[config.mk]
export PLATFORM = sky130hd
export DESIGN_NAME = multi_mode_ff_bank_flat
export DESIGN_NICKNAME = d
export VERILOG_FILES = /design/src/rtl/multi_mode_ff_bank_pkg.sv /design/src/rtl/multi_mode_ff_bank_if.sv /design/src/rtl/multi_mode_ff_bank_ff_cell.sv /design/src/rtl/multi_mode_ff_bank.sv /design/src/flat_wrapper.sv
export SDC_FILE = /design/constraint.sdc
export NUM_CORES = 1
export LEC_CHECK = 0
export CELL_PAD_IN_SITES_DETAIL_PLACEMENT = 1
export CELL_PAD_IN_SITES_GLOBAL_PLACEMENT = 2
export CORE_MARGIN = 8
export CORE_UTILIZATION = 27
export CTS_BUF_LIST = sky130_fd_sc_hd__clkbuf_8 sky130_fd_sc_hd__clkbuf_16
export DETAILED_ROUTE_END_ITERATION = 10
export PLACE_DENSITY_LB_ADDON = 0.1
export SLEW_MARGIN = 20
export SYNTH_ARGS = -nofsm -noshare
export SYNTH_HDL_FRONTEND = slang
export SYNTH_HIERARCHICAL = 1
export SYNTH_SLANG_ARGS = --single-unit
[constraint.sdc]
create_clock -name clk -period 1.4 [get_ports clk]
set_input_delay 0.21 -clock clk [delete_from_list [all_inputs] [get_ports clk]]
set_output_delay 0.21 -clock clk [all_outputs]
set_load 0.01 [all_outputs]
[src/rtl/multi_mode_ff_bank_pkg.sv]
// Shared encodings for the multi-mode flip-flop bank.
// Holds the mode values, the SR conflict policy values and the conflict resolver.
package multi_mode_ff_bank_pkg;

    typedef enum logic [1:0] {
        MODE_D  = 2'd0,
        MODE_T  = 2'd1,
        MODE_SR = 2'd2,
        MODE_JK = 2'd3
    } mode_e;

    localparam int POL_HOLD = 0;
    localparam int POL_SET  = 1;
    localparam int POL_RST  = 2;

    // Next state for an SR cell whose S and R are both high.
    function automatic logic sr_resolve(input logic q_cur, input int policy);
        logic q_res;
        q_res = q_cur;
        if (policy == POL_SET) begin
            q_res = 1'b1;
        end else if (policy == POL_RST) begin
            q_res = 1'b0;
        end
        return q_res;
    endfunction

endpackage

[src/rtl/multi_mode_ff_bank_if.sv]
// Bus bundle of the flip-flop bank: control and data inputs plus all registered outputs.
interface multi_mode_ff_bank_if #(
    parameter int WIDTH = 8,
    parameter int CNT_W = 8
);
    logic             en;
    logic [1:0]       mode;
    logic [WIDTH-1:0] a;
    logic [WIDTH-1:0] b;
    logic [WIDTH-1:0] q;
    logic [WIDTH-1:0] qb;
    logic [WIDTH-1:0] chg;
    logic             illegal;
    logic [CNT_W-1:0] illegal_cnt;

    modport master (
        output en, mode, a, b,
        input  q, qb, chg, illegal, illegal_cnt
    );

    modport slave (
        input  en, mode, a, b,
        output q, qb, chg, illegal, illegal_cnt
    );
endinterface

[src/rtl/multi_mode_ff_bank_ff_cell.sv]
// One bit of the bank: D/T/SR/JK next-state logic, change flag and SR conflict detect.
module ff_cell
    import multi_mode_ff_bank_pkg::*;
#(
    parameter int SR_POLICY = POL_HOLD
) (
    input  logic  clk,
    input  logic  rst,
    input  logic  en,
    input  mode_e mode,
    input  logic  a,
    input  logic  b,
    output logic  q,
    output logic  chg,
    output logic  conflict
);

    logic q_q;
    logic q_d;
    logic chg_q;
    logic chg_d;

    always_comb begin
        q_d      = q_q;
        conflict = 1'b0;
        if (en) begin
            case (mode)
                MODE_D: q_d = a;
                MODE_T: q_d = q_q ^ a;
                MODE_SR: begin
                    case ({a, b})
                        2'b01:   q_d = 1'b0;
                        2'b10:   q_d = 1'b1;
                        2'b11: begin
                            conflict = 1'b1;
                            q_d      = sr_resolve(q_q, SR_POLICY);
                        end
                        default: q_d = q_q;
                    endcase
                end
                MODE_JK: begin
                    // J=K=1 is a defined toggle here, so it never raises a conflict.
                    case ({a, b})
                        2'b01:   q_d = 1'b0;
                        2'b10:   q_d = 1'b1;
                        2'b11:   q_d = ~q_q;
                        default: q_d = q_q;
                    endcase
                end
                default: q_d = q_q;
            endcase
        end
        chg_d = q_d ^ q_q;
    end

    always_ff @(posedge clk) begin
        if (rst) begin
            q_q   <= 1'b0;
            chg_q <= 1'b0;
        end else begin
            q_q   <= q_d;
            chg_q <= chg_d;
        end
    end

    assign q   = q_q;
    assign chg = chg_q;

endmodule

[src/rtl/multi_mode_ff_bank.sv]
// Bank of WIDTH mode-selectable flip-flops with a registered illegal flag and
// a saturating count of SR-mode conflict edges.
module multi_mode_ff_bank
    import multi_mode_ff_bank_pkg::*;
#(
    parameter int WIDTH     = 8,
    parameter int SR_POLICY = POL_HOLD,
    parameter int CNT_W     = 8
) (
    input logic                clk,
    input logic                rst,
    multi_mode_ff_bank_if.slave bus
);

    logic [WIDTH-1:0] q_vec;
    logic [WIDTH-1:0] chg_vec;
    logic [WIDTH-1:0] conflict_vec;
    mode_e            mode_sel;

    assign mode_sel = mode_e'(bus.mode);

    generate
        for (genvar gi = 0; gi < WIDTH; gi++) begin : g_cell
            ff_cell #(
                .SR_POLICY (SR_POLICY)
            ) u_cell (
                .clk      (clk),
                .rst      (rst),
                .en       (bus.en),
                .mode     (mode_sel),
                .a        (bus.a[gi]),
                .b        (bus.b[gi]),
                .q        (q_vec[gi]),
                .chg      (chg_vec[gi]),
                .conflict (conflict_vec[gi])
            );
        end
    endgenerate

    logic             illegal_q;
    logic             illegal_d;
    logic [CNT_W-1:0] illegal_cnt_q;
    logic [CNT_W-1:0] illegal_cnt_d;

    // Cell conflicts are already gated by en, so one OR gives one event per edge.
    always_comb begin
        illegal_d     = |conflict_vec;
        illegal_cnt_d = illegal_cnt_q;
        if (illegal_d && (illegal_cnt_q != {CNT_W{1'b1}})) begin
            illegal_cnt_d = illegal_cnt_q + {{(CNT_W-1){1'b0}}, 1'b1};
        end
    end

    always_ff @(posedge clk) begin
        if (rst) begin
            illegal_q     <= 1'b0;
            illegal_cnt_q <= '0;
        end else begin
            illegal_q     <= illegal_d;
            illegal_cnt_q <= illegal_cnt_d;
        end
    end

    assign bus.q           = q_vec;
    assign bus.qb          = ~q_vec;
    assign bus.chg         = chg_vec;
    assign bus.illegal     = illegal_q;
    assign bus.illegal_cnt = illegal_cnt_q;

endmodule

[src/flat_wrapper.sv]
// flat-port wrapper written by rule: the top's interface ports become plain ports
module multi_mode_ff_bank_flat import multi_mode_ff_bank_pkg::*;
#(
    parameter int WIDTH     = 8,
    parameter int SR_POLICY = POL_HOLD,
    parameter int CNT_W     = 8
)
  (clk, rst, bus_en, bus_mode, bus_a, bus_b, bus_q, bus_qb, bus_chg, bus_illegal, bus_illegal_cnt);
  multi_mode_ff_bank_if #(.WIDTH(WIDTH), .CNT_W(CNT_W)) bus_i ();
  input logic clk;
  input logic rst;
  input wire logic [$bits(bus_i.en)-1:0] bus_en;
  input wire logic [$bits(bus_i.mode)-1:0] bus_mode;
  input wire logic [$bits(bus_i.a)-1:0] bus_a;
  input wire logic [$bits(bus_i.b)-1:0] bus_b;
  output wire logic [$bits(bus_i.q)-1:0] bus_q;
  output wire logic [$bits(bus_i.qb)-1:0] bus_qb;
  output wire logic [$bits(bus_i.chg)-1:0] bus_chg;
  output wire logic [$bits(bus_i.illegal)-1:0] bus_illegal;
  output wire logic [$bits(bus_i.illegal_cnt)-1:0] bus_illegal_cnt;
  assign bus_i.en = bus_en;
  assign bus_i.mode = bus_mode;
  assign bus_i.a = bus_a;
  assign bus_i.b = bus_b;
  assign bus_q = bus_i.q;
  assign bus_qb = bus_i.qb;
  assign bus_chg = bus_i.chg;
  assign bus_illegal = bus_i.illegal;
  assign bus_illegal_cnt = bus_i.illegal_cnt;
  multi_mode_ff_bank #(.WIDTH(WIDTH), .SR_POLICY(SR_POLICY), .CNT_W(CNT_W)) u_core (.clk(clk), .rst(rst), .bus(bus_i));
endmodule
==> impl_metrics.toml <==
[run]
drv_cap = 0

[route]
vias_per_cell = 4.95
num_vias = 2624
drt_iter0_markers = 51
avgRoutedWirePerCell_um = 16.8
drt-pass1-iter-count = 4
routed_wirelength_um = 8910
ant_nets = 0
drc = 0

[synthesis]
synth.distinct_cells = 34
synth_fa_ha_area_share_pct = 9.43
synth_top_area_cell = "dfxtp_1"
syn_nets = 301
yosysSeqAreaShare_pct = 22.2
synthTopCellsByArea = "dfxtp_1 22%, ha_1 9.4%, inv_1 5.7%"
synthSimpleGateAreaFrac_pct = 26.0
synth_ff_type = "dfxtp_1"
synth_compound_area_share_pct = 27.7
synth_area_um2 = 2250
synthCells = 263
async_flop_share_pct = 0
synth-xor-area-share_pct = 0.388
ys_ff_latch = 25
yosysWarnings = 6
synthMuxAreaShare_pct = 4.44
syn_avg_cell_area_um2 = 8.57
post-synth-top-area-fraction_pct = 22.2
synth_top_family_by_area = "compound AO/OA/AOI/OAI gates"
synth_edf_count = 0

[layout]
diodes = 0
stdcell_area_um2 = 4400
layout_common_cells = "100 x buf_4, 31 x inv_1, 25 x dlygate4sd2_1"
final_common_cell = "buf_4"
area_delta_synth_final_pct = 95.2
nets = 464
drive_above_1_share_pct = 54.6
utilization_pct = 53.8

[power_and_ir_drop]
powerDensity_nw_per_um2 = 572
vdd_drop_max_mv = 0.368
p_leak_nw = 2.01
fin_total_pwr_w = 0.00252

[worst_setup_path]
critPathMaxFanout = 6
max_stage_delay_ns = 0.51
critical_path_class = "in -> reg"
cp-start-kind = "primary input"
r2r_slack_ns = 0.01
path_buf_inv = 4
path_common_cell = "buf_12"
end_kind = "flop"
slowest_stage = "or4_4"
crit_chain = "buf_12 > buf_12 > buf_12 > inv_2 > and4_4 > nor4_4 > o2bb2ai_4 > or4_4 > a21oi_2"
crit_arrival_ns = 1.69
crit_family = "simple AND/OR/NAND/NOR gates"
critPathRequiredTime_ns = 1.63

[die]
fp.dieH_um = 107
die_w_um = 107
rows = 33
initial_utilization_pct = 27.6
design.die.area_um2 = 11500
core_area_um2 = 8180
io_pins = 54

[sta]
finalSetupViolations = 3
period_needed_ns = 1.46
totalNegativeSetupSlack_ns = -0.106
finalHoldViolCount = 0
maxSlewViolCount = 0
timing.fmax_mhz = 686
skew_ns = 0.00610
worstMarginPinSlew_ns = 0.355
slew_headroom_pct = 76.3
fin_ws_ns = -0.0580
final.period_utilization_pct = 104
rsz0062_at_grt = "yes"

[clocking]
clk_root_buffer_cell = "clkbuf_8"
cts_inserted_buffers = 3
clk_pin_slew_ns = 0.11
cts_tree = "built"
cts_htree_levels = 1
numClockSinks = 25
clk_latency_ns = 0.29
clockBufferDepth = 2

[placed_design]
portBuffers = 53
dpl_cell_area_um2 = 3670
pre_cts_slack_ns = -0.778
place_congestion = 0.820
place_hpwl_um = 5920

[global_routing]
grt_pass1_wl_um = 13600
grt.total_usage_pct = 14.4
grt_max_degree = 16
grt_pass1_vias = 2768
grt_overflow = 0
antenna_found_initial = 0

[run_status]
failed_checks = "setup timing"
status = "finished with violations"

[min_path]
hold_path.class = "in -> reg"
[area by class of cell]
cell class | count | area (um^2)
fill | 935 | 3770
multi-input combinational | 195 | 2050
clock buffer | 3 | 41.3
clock inverter | 1 | 7.51
sequential | 25 | 548
timing repair buffer | 167 | 1490
tap | 105 | 131
inverter | 34 | 133
[logic make-up after synthesis]
group           after synthesis
fa+ha+maj                    17
compound gates               70
xor+xnor                      1
buf+inv                      43
flops                        25
mux                          10
simple gates                 97
[state kept, by name, indices dropped and copies added (netlist names)]
register and cells:
u_core/bus.illegal 1, u_core/bus.illegal_cnt 8, u_core/g_cell.u_cell/chg 8, u_core/g_cell.u_cell/q 8
[report_power, final]
part           internal (W)  switching [W]  leakage [nW]
clock              0.000204       0.000307        0.0217
sequential         0.000752      0.0000434         0.215
combinational      0.000663       0.000549          1.78
[worst min-delay path: cells and delay by family]
family | cells | cell delay, ns
AOI/OAI and AO/OA | 1 | 0.09
buffers and inverters | 2 | 0.40
[layer usage]
metal  global-route usage, %  up-vias  share of wire (%)  routed length [um]
met5                       0        -                  0                   0
met4                    4.36        0                1.3                 115
met3                    2.16        6                3.2                 287
met2                    26.8       34                 53                4730
met1                    16.4     1279                 42                3770
li1                        -     1305                  -                   -
[Yosys cell counts, types with 3 or more instances]
| master | count |
|---|---|
| inv_1 | 34 |
| dfxtp_1 | 25 |
| nor2_1 | 19 |
| ha_1 | 17 |
| nor3_1 | 16 |
| a21oi_1 | 13 |
| nand2_1 | 11 |
| mux2i_1 | 10 |
| a2111oi_0 | 8 |
| a211o_1 | 8 |
| a21bo_1 | 8 |
| a221oi_2 | 8 |
| a22o_1 | 8 |
| and4_1 | 8 |
| buf_6 | 8 |
| nand2b_1 | 8 |
| nor2b_1 | 8 |
| nor4_1 | 8 |
| o32ai_1 | 8 |
| or2b_1 | 8 |
| nand3_1 | 4 |
| or3_2 | 3 |
[per-stage QoR]
step                      std cells  hold slack (ns)
after CTS                       523            0.501
after global placement          503            0.535
final                           530            0.441
after global routing            530            0.457
after floorplan                 263            0.309
after detailed placement        503            0.574
[timing repair]
| action | CTS | global route |
|---|---|---|
| gates resized for setup | 177 | 60 |
| setup buffers | 14 | 8 |
| endpoints found under the setup margin | 50 | 27 |
| pin swaps | 24 | 38 |
| hold buffers | 0 | 0 |
| gates cloned | 2 | 1 |
[path summary, 6_finish.rpt]
kind / endpoint / start / depth (start not counted)
worst min-delay path: u_core/g_cell[1].u_cell/q / rst / 3
worst max-delay path: u_core/bus.illegal_cnt[5] / bus_mode[0] / 9
worst min register to register: u_core/bus.illegal_cnt[5] / u_core/bus.illegal_cnt[5] / 2
worst max register to register: u_core/g_cell[5].u_cell/q / u_core/g_cell[5].u_cell/q / 4
Note: power is estimated with default switching activity, not from simulation.
